### src/rtl/thresholding_loader_pkg.sv
// Shared types and helpers for the thresholding AXI-Lite loader.
// State encoding, AXI response codes and the threshold address packer.
package thresholding_loader_pkg;

    typedef enum logic [2:0] {
        S_IDLE,
        S_FETCH,
        S_ISSUE,
        S_BWAIT,
        S_RDBACK,
        S_RWAIT,
        S_DONE
    } state_t;

    localparam logic [1:0] RESP_OKAY   = 2'b00;
    localparam logic [1:0] RESP_SLVERR = 2'b10;
    localparam logic [1:0] RESP_DECERR = 2'b11;

    // Byte address {cf, pe, t, 2'b00}; a zero-width pe field collapses cleanly.
    function automatic logic [31:0] pack_addr(
        input logic [31:0] cf,
        input logic [31:0] pe,
        input logic [31:0] t,
        input int          pe_w,
        input int          t_w
    );
        return (cf << (pe_w + t_w + 2)) | (pe << (t_w + 2)) | (t << 2);
    endfunction

endpackage

### src/rtl/thresholding_loader_addr_cnt.sv
// Nested t/pe/cf word counter for the threshold loader; flags the final word
// and presents the packed AXI-Lite byte address of the current word.
module thresholding_loader_addr_cnt
    import thresholding_loader_pkg::*;
#(
    parameter int N         = 4,
    parameter int PE        = 2,
    parameter int CF        = 3,
    parameter int ADDR_BITS = 9
) (
    input  logic                 i_clk,
    input  logic                 i_rst,
    input  logic                 i_clr,
    input  logic                 i_inc,
    output logic                 o_last,
    output logic [ADDR_BITS-1:0] o_addr
);

    localparam int PE_W = (PE > 1) ? $clog2(PE) : 1;
    localparam int CF_W = (CF > 1) ? $clog2(CF) : 1;
    localparam int PE_F = $clog2(PE);

    localparam logic [N-1:0]    T_MAX  = N'(2**N - 2);
    localparam logic [PE_W-1:0] PE_MAX = PE_W'(PE - 1);
    localparam logic [CF_W-1:0] CF_MAX = CF_W'(CF - 1);

    logic [N-1:0]    r_t;
    logic [PE_W-1:0] r_pe;
    logic [CF_W-1:0] r_cf;
    logic            w_t_wrap;
    logic            w_pe_wrap;
    logic            w_cf_wrap;

    assign w_t_wrap  = (r_t == T_MAX);
    assign w_pe_wrap = (r_pe == PE_MAX);
    assign w_cf_wrap = (r_cf == CF_MAX);

    // NOTE: state updates use <= so every register samples pre-edge values.
    always_ff @(posedge i_clk) begin
        if (i_rst || i_clr) begin
            r_t  <= '0;
            r_pe <= '0;
            r_cf <= '0;
        end else if (i_inc) begin
            if (w_t_wrap) begin
                r_t <= '0;
                if (w_pe_wrap) begin
                    r_pe <= '0;
                    r_cf <= w_cf_wrap ? '0 : r_cf + 1'b1;
                end else begin
                    r_pe <= r_pe + 1'b1;
                end
            end else begin
                r_t <= r_t + 1'b1;
            end
        end
    end

    assign o_last = w_t_wrap && w_pe_wrap && w_cf_wrap;
    assign o_addr = ADDR_BITS'(pack_addr(32'(r_cf), 32'(r_pe), 32'(r_t), PE_F, N));

endmodule

### src/rtl/thresholding_axilite_loader.sv
// Streams threshold words into a thresholding core over AXI-Lite, one write per word.
// Define THRESHOLDING_LOADER_READBACK_EN to verify each word with a read-back.
module thresholding_axilite_loader
    import thresholding_loader_pkg::*;
#(
    parameter int N      = 4,
    parameter int K      = 9,
    parameter int C      = 6,
    parameter int PE     = 2,
    parameter int SIGNED = 1,
    localparam int CF        = C / PE,
    localparam int ADDR_BITS = $clog2(CF) + $clog2(PE) + N + 2,
    localparam int TW        = ((K + 7) / 8) * 8
) (
    input  logic                 ap_clk,
    input  logic                 ap_rst,
    input  logic                 start,
    output logic                 busy,
    output logic                 done,
    output logic                 error,
    output logic                 s_axis_tready,
    input  logic                 s_axis_tvalid,
    input  logic [TW-1:0]        s_axis_tdata,
    output logic                 m_axilite_AWVALID,
    input  logic                 m_axilite_AWREADY,
    output logic [ADDR_BITS-1:0] m_axilite_AWADDR,
    output logic                 m_axilite_WVALID,
    input  logic                 m_axilite_WREADY,
    output logic [31:0]          m_axilite_WDATA,
    output logic [3:0]           m_axilite_WSTRB,
    input  logic                 m_axilite_BVALID,
    output logic                 m_axilite_BREADY,
    input  logic [1:0]           m_axilite_BRESP,
    output logic                 m_axilite_ARVALID,
    input  logic                 m_axilite_ARREADY,
    output logic [ADDR_BITS-1:0] m_axilite_ARADDR,
    input  logic                 m_axilite_RVALID,
    output logic                 m_axilite_RREADY,
    input  logic [31:0]          m_axilite_RDATA,
    input  logic [1:0]           m_axilite_RRESP
);

    state_t                 r_state;
    state_t                 w_next;
    logic                   r_aw_done;
    logic                   r_w_done;
    logic                   r_error;
    logic                   r_last;
    logic [K-1:0]           r_data;
    logic [ADDR_BITS-1:0]   r_addr;
    logic                   w_cnt_last;
    logic [ADDR_BITS-1:0]   w_cnt_addr;
    logic                   w_clr;
    logic                   w_fetch_hs;
    logic                   w_unused;

    assign w_clr      = (r_state == S_IDLE) && start;
    assign w_fetch_hs = (r_state == S_FETCH) && s_axis_tvalid;

    thresholding_loader_addr_cnt #(
        .N         (N),
        .PE        (PE),
        .CF        (CF),
        .ADDR_BITS (ADDR_BITS)
    ) u_addr_cnt (
        .i_clk  (ap_clk),
        .i_rst  (ap_rst),
        .i_clr  (w_clr),
        .i_inc  (w_fetch_hs),
        .o_last (w_cnt_last),
        .o_addr (w_cnt_addr)
    );

    // NOTE: every output gets a default first so no path through the case infers a latch.
    always_comb begin
        w_next            = r_state;
        busy              = 1'b1;
        done              = 1'b0;
        s_axis_tready     = 1'b0;
        m_axilite_AWVALID = 1'b0;
        m_axilite_WVALID  = 1'b0;
        m_axilite_BREADY  = 1'b0;
        m_axilite_ARVALID = 1'b0;
        m_axilite_RREADY  = 1'b0;
        case (r_state)
            S_IDLE: begin
                busy = 1'b0;
                if (start) w_next = S_FETCH;
            end
            S_FETCH: begin
                s_axis_tready = 1'b1;
                if (s_axis_tvalid) w_next = S_ISSUE;
            end
            S_ISSUE: begin
                m_axilite_AWVALID = !r_aw_done;
                m_axilite_WVALID  = !r_w_done;
                if ((r_aw_done || m_axilite_AWREADY) && (r_w_done || m_axilite_WREADY))
                    w_next = S_BWAIT;
            end
            S_BWAIT: begin
                m_axilite_BREADY = 1'b1;
`ifdef THRESHOLDING_LOADER_READBACK_EN
                if (m_axilite_BVALID) w_next = S_RDBACK;
`else
                if (m_axilite_BVALID) w_next = r_last ? S_DONE : S_FETCH;
`endif
            end
`ifdef THRESHOLDING_LOADER_READBACK_EN
            S_RDBACK: begin
                m_axilite_ARVALID = 1'b1;
                if (m_axilite_ARREADY) w_next = S_RWAIT;
            end
            S_RWAIT: begin
                m_axilite_RREADY = 1'b1;
                if (m_axilite_RVALID) w_next = r_last ? S_DONE : S_FETCH;
            end
`endif
            S_DONE: begin
                done   = 1'b1;
                w_next = S_IDLE;
            end
            default: w_next = S_IDLE;
        endcase
    end

    always_ff @(posedge ap_clk) begin
        if (ap_rst) begin
            r_state   <= S_IDLE;
            r_aw_done <= 1'b0;
            r_w_done  <= 1'b0;
            r_error   <= 1'b0;
            r_last    <= 1'b0;
            r_data    <= '0;
            r_addr    <= '0;
        end else begin
            r_state <= w_next;
            if (w_clr) r_error <= 1'b0;
            // Word and address are frozen here so both stay stable for the whole transaction.
            if (w_fetch_hs) begin
                r_data    <= s_axis_tdata[K-1:0];
                r_addr    <= w_cnt_addr;
                r_last    <= w_cnt_last;
                r_aw_done <= 1'b0;
                r_w_done  <= 1'b0;
            end
            if (m_axilite_AWVALID && m_axilite_AWREADY) r_aw_done <= 1'b1;
            if (m_axilite_WVALID && m_axilite_WREADY)   r_w_done  <= 1'b1;
            if (m_axilite_BREADY && m_axilite_BVALID && (m_axilite_BRESP != RESP_OKAY))
                r_error <= 1'b1;
`ifdef THRESHOLDING_LOADER_READBACK_EN
            if (m_axilite_RREADY && m_axilite_RVALID &&
                ((m_axilite_RRESP != RESP_OKAY) || (m_axilite_RDATA[K-1:0] != r_data)))
                r_error <= 1'b1;
`endif
        end
    end

    assign error            = r_error;
    assign m_axilite_AWADDR = r_addr;
    assign m_axilite_WSTRB  = 4'hF;
    assign m_axilite_WDATA  = (SIGNED != 0) ? {{(32-K){r_data[K-1]}}, r_data}
                                            : {{(32-K){1'b0}}, r_data};
`ifdef THRESHOLDING_LOADER_READBACK_EN
    assign m_axilite_ARADDR = r_addr;
`else
    assign m_axilite_ARADDR = '0;
`endif

    // Upper tdata bits and, without read-back, the whole R channel are don't-care.
    assign w_unused = &{1'b0, s_axis_tdata, m_axilite_ARREADY, m_axilite_RVALID,
                        m_axilite_RDATA, m_axilite_RRESP};

endmodule

### config.mk
export PLATFORM = sky130hd
export DESIGN_NAME = thresholding_axilite_loader
export DESIGN_NICKNAME = d
export VERILOG_FILES = /design/src/rtl/thresholding_loader_pkg.sv /design/src/rtl/thresholding_loader_addr_cnt.sv /design/src/rtl/thresholding_axilite_loader.sv
export SDC_FILE = /design/constraint.sdc
export NUM_CORES = 1
export LEC_CHECK = 0
export CAP_MARGIN = 10
export CORE_UTILIZATION = 36
export DETAILED_ROUTE_END_ITERATION = 10
export GPL_ROUTABILITY_DRIVEN = 0
export HOLD_SLACK_MARGIN = 0.03
export PLACE_DENSITY = 0.95
export SYNTH_ARGS = -nofsm -noshare
export SYNTH_HDL_FRONTEND = slang
export SYNTH_SLANG_ARGS = --single-unit
export TNS_END_PERCENT = 20
### constraint.sdc
create_clock -name ap_clk -period 3.71 [get_ports ap_clk]
set_input_delay 0.371 -clock ap_clk [delete_from_list [all_inputs] [get_ports ap_clk]]
set_output_delay 0.371 -clock ap_clk [all_outputs]
set_load 0.005 [all_outputs]
==> results of run 1 <==
[synth_stat cells]
| library cell | number |
|---|---|
| o31ai_1 | 3 |
| nand3_1 | 2 |
| o2111ai_1 | 1 |
| and4_1 | 1 |
| a22o_1 | 1 |
| mux2i_1 | 2 |
| nand4_1 | 3 |
| o41ai_1 | 1 |
| buf_4 | 40 |
| and3b_1 | 2 |
| dfxtp_1 | 30 |
| and4bb_2 | 1 |
| o22ai_1 | 1 |
| or3_1 | 2 |
| nor2b_1 | 3 |
| nor2_1 | 4 |
| o21bai_2 | 1 |
| nand3b_1 | 3 |
| or4b_1 | 1 |
| nand2_1 | 38 |
| nor3b_1 | 3 |
| buf_2 | 5 |
| clkbuf_1 | 4 |
| o21ai_0 | 4 |
| nor4_1 | 1 |
| nand4b_1 | 2 |
| a211oi_1 | 1 |
| buf_1 | 2 |
| inv_1 | 4 |
| and4b_1 | 1 |
| or3b_2 | 1 |
| nand4bb_1 | 1 |
| a21oi_1 | 27 |
| conb_1 | 2 |
[logic make-up after synthesis]
logic type	count (synthesis)	synth area share, %
buffers and inverters	55	22.89
flip-flops	30	37.89
multiplexers	2	1.263
AO/OA/AOI/OAI	40	14.44
other	2	0.4737
AND/OR/NAND/NOR	69	23.05
[per-layer routing]
metal / track usage [%] / share of wire (%) / routed length, um
met5: 0 / 0 / 0
met4: 10.16 / 2.5 / 82
met3: 5.167 / 7.1 / 232
met2: 24.63 / 47 / 1550
met1: 14.89 / 43 / 1404
[area by class of cell]
| cell class | count | share of cell area, % |
|---|---|---|
| multi-input combinational | 128 | 31.73 |
| timing repair buffer | 64 | 29.86 |
| sequential | 30 | 28.10 |
| clock buffer | 6 | 3.864 |
| tap | 50 | 2.927 |
| clock inverter | 2 | 2.810 |
| inverter | 4 | 0.7026 |
[worst max-delay path, delay by kind of cell (launching register included)]
family	cells	cell delay, ns
buffers and inverters	1	0.50
DFF	1	0.58
and+or+nand+nor	2	0.60
[path summary, 6_finish.rpt]
| check | cells after the start | slack (ns) | to | start |
|---|---|---|---|---|
| max | 3 | 1.38 | m_axilite_WVALID | r_state[1]$_SDFFE_PP0P_ |
| min | 2 | 0.45 | m_axilite_AWADDR[6]$_SDFFE_PP0P_ | m_axilite_AWADDR[6]$_SDFFE_PP0P_ |
| max reg2reg | 4 | 1.87 | u_addr_cnt.r_cf[1]$_SDFFE_PP0P_ | r_state[0]$_SDFFE_PP0P_ |
| min reg2reg | 2 | 0.45 | m_axilite_AWADDR[6]$_SDFFE_PP0P_ | m_axilite_AWADDR[6]$_SDFFE_PP0P_ |
[sequential cells by signal, summed over array words and instances (netlist names)]
name              count
r_state               3
r_last                1
error                 1
u_addr_cnt.r_t        4
u_addr_cnt.r_pe       1
r_w_done              1
u_addr_cnt.r_cf       2
r_aw_done             1
r_data                9
m_axilite_AWADDR      7
[power by group through the flow]
stage | registers (uW) | clock network [uW] | logic (uW)
after floorplan | 359 | 0 | 142
after global placement | 372 | 0 | 194
after detailed placement | 373 | 0 | 200
after CTS | 366 | 423 | 200
after global routing | 369 | 433 | 221
final | 366 | 408 | 198
[through the flow]
step / area [sq um] / setup WS [ns] / power [uW] / cells / hold slack (ns)
after floorplan: 1642 / 2.258 / 501.1 / 213 / 0.4356
after global placement: 1994 / 1.548 / 565.7 / 276 / 0.4421
after detailed placement: 1994 / 1.541 / 572.5 / 276 / 0.4458
after CTS: 2137 / 1.384 / 988.9 / 284 / 0.4551
after global routing: 2137 / 1.308 / 1023 / 284 / 0.4810
final: 2137 / 1.378 / 973.0 / 284 / 0.4532
==> results.yml, run 1 <==
layout:
  nFillCells: 411
  layout_commonest_cell: "clkdlybuf4s50_1"
  n_antenna_cell: 0
  final_util_pct: 51.93
  multi_input_area_sq_um: 678.2
  drive_above_1_share_pct: 5.128
  nets: 294
  syn_to_final_growth_pct: 34.81
  final_cell_mix: "63 x clkdlybuf4s50_1, 38 x nand2_1, 30 x dfxtp_1"
  seq_area_sq_um: 600.6
timing:
  rsz0062_at_grt: "no"
  fmax_ghz: 0.4289
  setup-tns-final_ns: 0
  timing.final.crit_period_ns: 2.332
  finalCritPeriodShare_pct: 62.85
  slew_viol_final: 0
  worstMarginPinSlew_ns: 0.8564
  finalSetupViolCount: 0
  fin_worst_skew_ns: 0.006719
  slew_headroom_pct: 42.73
  hold_viol_final: 0
place:
  dp_hpwl_mm: 2.266
  place.port_buffers: 63
floorplan:
  core_sq_mm: 0.004115
  die_h_um: 68.36
  start_util_pct: 38.52
  fp.dieArea_sq_mm: 0.004673
  io_pins: 124
  rows: 23
  dieWidth_um: 68.36
power:
  p_seq_share_pct: 37.6
  switching_share_pct: 23.84
  power_leakage_uw: 0.0007424
  pwr-share-clk_pct: 42.0
  powerDensity_mw_per_mm2: 455.3
  switching_power_uw: 231.9
  combPwrFrac_pct: 20.4
  p_int_uw: 741.0
  ir_worst_vdd_v: 0.0002282
critical_path:
  critPathKind: "register to output port"
  crit_chain: "or3b_2 > nor2_1 > clkdlybuf4s50_1"
  slowest_delay_ns: 0.58
  crit_required_ns: 3.34
  end_kind: "output port"
  start_kind: "register"
  cp_max_fo: 14
  arrival_ns: 1.96
  cp_slowest_cell: "dfxtp_1"
route:
  wire_per_inst_um: 11.51
  drt_wl_total_mm: 3.269
  vias_per_cell: 4.761
  dr.pass1.iters: 4
  drc_errors: 0
  drtIter0Drc: 87
  dr_total_vias: 1352
  antenna_left: 0
logic_synthesis:
  postSynthCellCount: 198
  synth-seq-cells: 30
  synth.cell_area_sq_mm: 0.001585
  synth_top_area_share_pct: 37.88
  yosysSeqAreaShare_pct: 37.88
  synth.avg_cell_area_sq_um: 8.006
  synth_area_leader_cell: "dfxtp_1"
  synth_area_leaders: "dfxtp_1 38%, buf_4 19%, nand2_1 9.0%, a21oi_1 8.5%, buf_2 1.6%"
  ys_types: 34
  synth_warnings: 0
clock_network:
  clk_latency_ns: 0.28
  cts_tree: "yes"
  path_clk_slew_ns: 0.07
  cts_max_level: 2
  numCtsBuffers: 5
  cts_setup_buffers: 0
  clock-root-buffer: "clkbuf_8"
  cts-resized-gates: 0
  hold_buffers: 0
  cts_sinks: 30
  clk_path_buf_depth: 2
global_route:
  grt_usage_pct: 14.58
  antenna_found_initial: 0
  first_global_vias: 1162
  overflow: 0
  grt_pass1_wl_mm: 4.947
  grt_max_degree: 26
job:
  maxCapViolCount: 0
status:
  outcome: "finished, final reports clean"
hold_path:
  hold_path.class: "register to register"
(Power assumes the default switching activity.)
==> run 2, diff against run 1 <==
--- a/config.mk
+++ b/config.mk
@@ -6,11 +6,11 @@
 export NUM_CORES = 1
 export LEC_CHECK = 0
 export CAP_MARGIN = 10
-export CORE_UTILIZATION = 36
+export CORE_UTILIZATION = 33
 export DETAILED_ROUTE_END_ITERATION = 10
 export GPL_ROUTABILITY_DRIVEN = 0
 export HOLD_SLACK_MARGIN = 0.03
-export PLACE_DENSITY = 0.95
+export PLACE_DENSITY = 0.91
 export SYNTH_ARGS = -nofsm -noshare
 export SYNTH_HDL_FRONTEND = slang
 export SYNTH_SLANG_ARGS = --single-unit
==> constraint.sdc (replaced) <==
create_clock -name ap_clk -period 2.4 [get_ports ap_clk]
set_input_delay 0.24 -clock ap_clk [delete_from_list [all_inputs] [get_ports ap_clk]]
set_output_delay 0.24 -clock ap_clk [all_outputs]
set_load 0.005 [all_outputs]
==> run 2 against run 1 <==
- the flow now finishes with violations (design-rule violations)
- final area shrank 0.70%
- clock skew shrank 0.0021 ns
- count of clock-buffer cells in the layout grew 2
- global-route usage shrank 0.69 points
- critical endpoint unchanged
- largest cell class unchanged
- largest power group is now sequential cells
==> results.yml, run 2 (same netlist as run 1, synthesis figures left out) <==
timing:
  rsz0062_at_grt: "no"
  hold_viol_final: 0
  fin_worst_skew_ns: 0.004575
  timing.final.crit_period_ns: 2.184
  finalSetupViolCount: 0
  worstMarginPinSlew_ns: 0.6566
  slew_headroom_pct: 56.17
  slew_viol_final: 0
  finalCritPeriodShare_pct: 91.01
  fmax_ghz: 0.4578
  setup_slack_ns: 0.2158
  setup-tns-final_ns: 0
power:
  combPwrFrac_pct: 23.0
  power_leakage_uw: 0.0007376
  p_seq_share_pct: 42.0
  pwr-share-clk_pct: 35.0
  powerDensity_mw_per_mm2: 635.2
  switching_power_uw: 351.6
  ir_worst_vdd_v: 0.0002741
  switching_share_pct: 26.09
  p_int_uw: 996.3
job:
  maxCapViolCount: 0
status:
  outcome: "complete, but fails checks"
  violations: "design-rule violations"
floorplan:
  fp.dieArea_sq_mm: 0.005085
  start_util_pct: 35.43
  dieWidth_um: 71.31
  die_h_um: 71.31
  core_sq_mm: 0.004474
  rows: 24
  io_pins: 124
layout:
  n_antenna_cell: 0
  syn_to_final_growth_pct: 33.86
  seq_area_sq_um: 600.6
  multi_input_area_sq_um: 678.2
  nFillCells: 446
  final_util_pct: 47.43
  regMostFlops: "r_data"
  stdcell_count: 288
  nets: 296
  final_cell_mix: "63 x clkdlybuf4s50_1, 38 x nand2_1, 30 x dfxtp_1"
  layout_commonest_cell: "clkdlybuf4s50_1"
  drive_above_1_share_pct: 5.932
  largest_reg_flops: 9
clock_network:
  cts_sinks: 30
  clock-root-buffer: "clkbuf_8"
  path_clk_slew_ns: 0.06
  cts_setup_buffers: 0
  clk_path_buf_depth: 2
  hold_buffers: 0
  cts-resized-gates: 0
  cts_tree: "yes"
  cts_max_level: 2
  clk_latency_ns: 0.28
  numCtsBuffers: 5
route:
  drt_wl_total_mm: 3.382
  dr_wl_met2_mm: 1.672
  drtIter0Drc: 80
  wl_met3_um: 203
  dr.pass1.iters: 7
  drc_errors: 5
  top_layer_used: "met4"
  wire_per_inst_um: 11.74
  wl_met1_mm: 1.463
  dr_total_vias: 1345
  antenna_left: 0
  vias_per_cell: 4.670
critical_path:
  crit_required_ns: 2.16
  end_kind: "output port"
  start_kind: "register"
  arrival_ns: 1.94
  cp_max_fo: 14
  critPathKind: "register to output port"
place:
  dp_worst_setup_slack_ns: 0.5161
  dpl.cell_count: 280
  dp_hpwl_mm: 2.345
  place.port_buffers: 63
global_route:
  grt_max_degree: 26
  antenna_found_initial: 0
  grt_usage_pct: 13.89
  overflow: 0
  first_global_vias: 1209
  grt_pass1_wl_mm: 5.602
hold_path:
  hold_path.class: "register to register"
-- run 2: worst max-delay path, cell delays in order (launching register included) --
cell and delay [ns]:
dfxtp_1 0.55, or3b_2 0.50, nor2_1 0.11, clkdlybuf4s50_1 0.50
-- run 2: layout make-up --
type,instances,share of cell area (%)
tap,52,3.066
clock buffer,8,5.189
multi-input combinational,128,31.96
timing repair buffer,66,30.78
sequential,30,28.30
inverter,4,0.7075
-- run 2: path summary, 6_finish.rpt --
check	from	to	slack, ns	depth (start not counted)
max	r_state[1]$_SDFFE_PP0P_	m_axilite_WVALID	0.22	3
min	m_axilite_AWADDR[8]$_SDFFE_PP0P_	m_axilite_AWADDR[8]$_SDFFE_PP0P_	0.46	2
max reg2reg	r_state[0]$_SDFFE_PP0P_	u_addr_cnt.r_t[1]$_SDFFE_PP0P_	0.84	3
min reg2reg	m_axilite_AWADDR[8]$_SDFFE_PP0P_	m_axilite_AWADDR[8]$_SDFFE_PP0P_	0.46	2
-- run 2: layer usage --
layer  vias to the layer above  track usage [%]
li1                        684                -
met2                        46            24.34
met1                       612            16.00
met3                         3            3.516
met4                         0            6.000
met5                         -                0
-- run 2: power groups by stage --
stage / clock, uW / sequential (uW) / combinational, uW
floorplan: 0 / 555 / 219
global placement: 0 / 574 / 308
detailed placement: 0 / 577 / 313
CTS: 494 / 566 / 314
global route: 518 / 573 / 340
finish: 472 / 566 / 310
-- run 2: metrics by stage --
stage	hold WS (ns)	total power (uW)	area, sq um
detailed placement	0.4508	889.6	2012
finish	0.4568	1348	2122
global route	0.4739	1430	2122
CTS	0.4616	1373	2122
floorplan	0.3405	774.6	1642
global placement	0.4422	881.9	2012
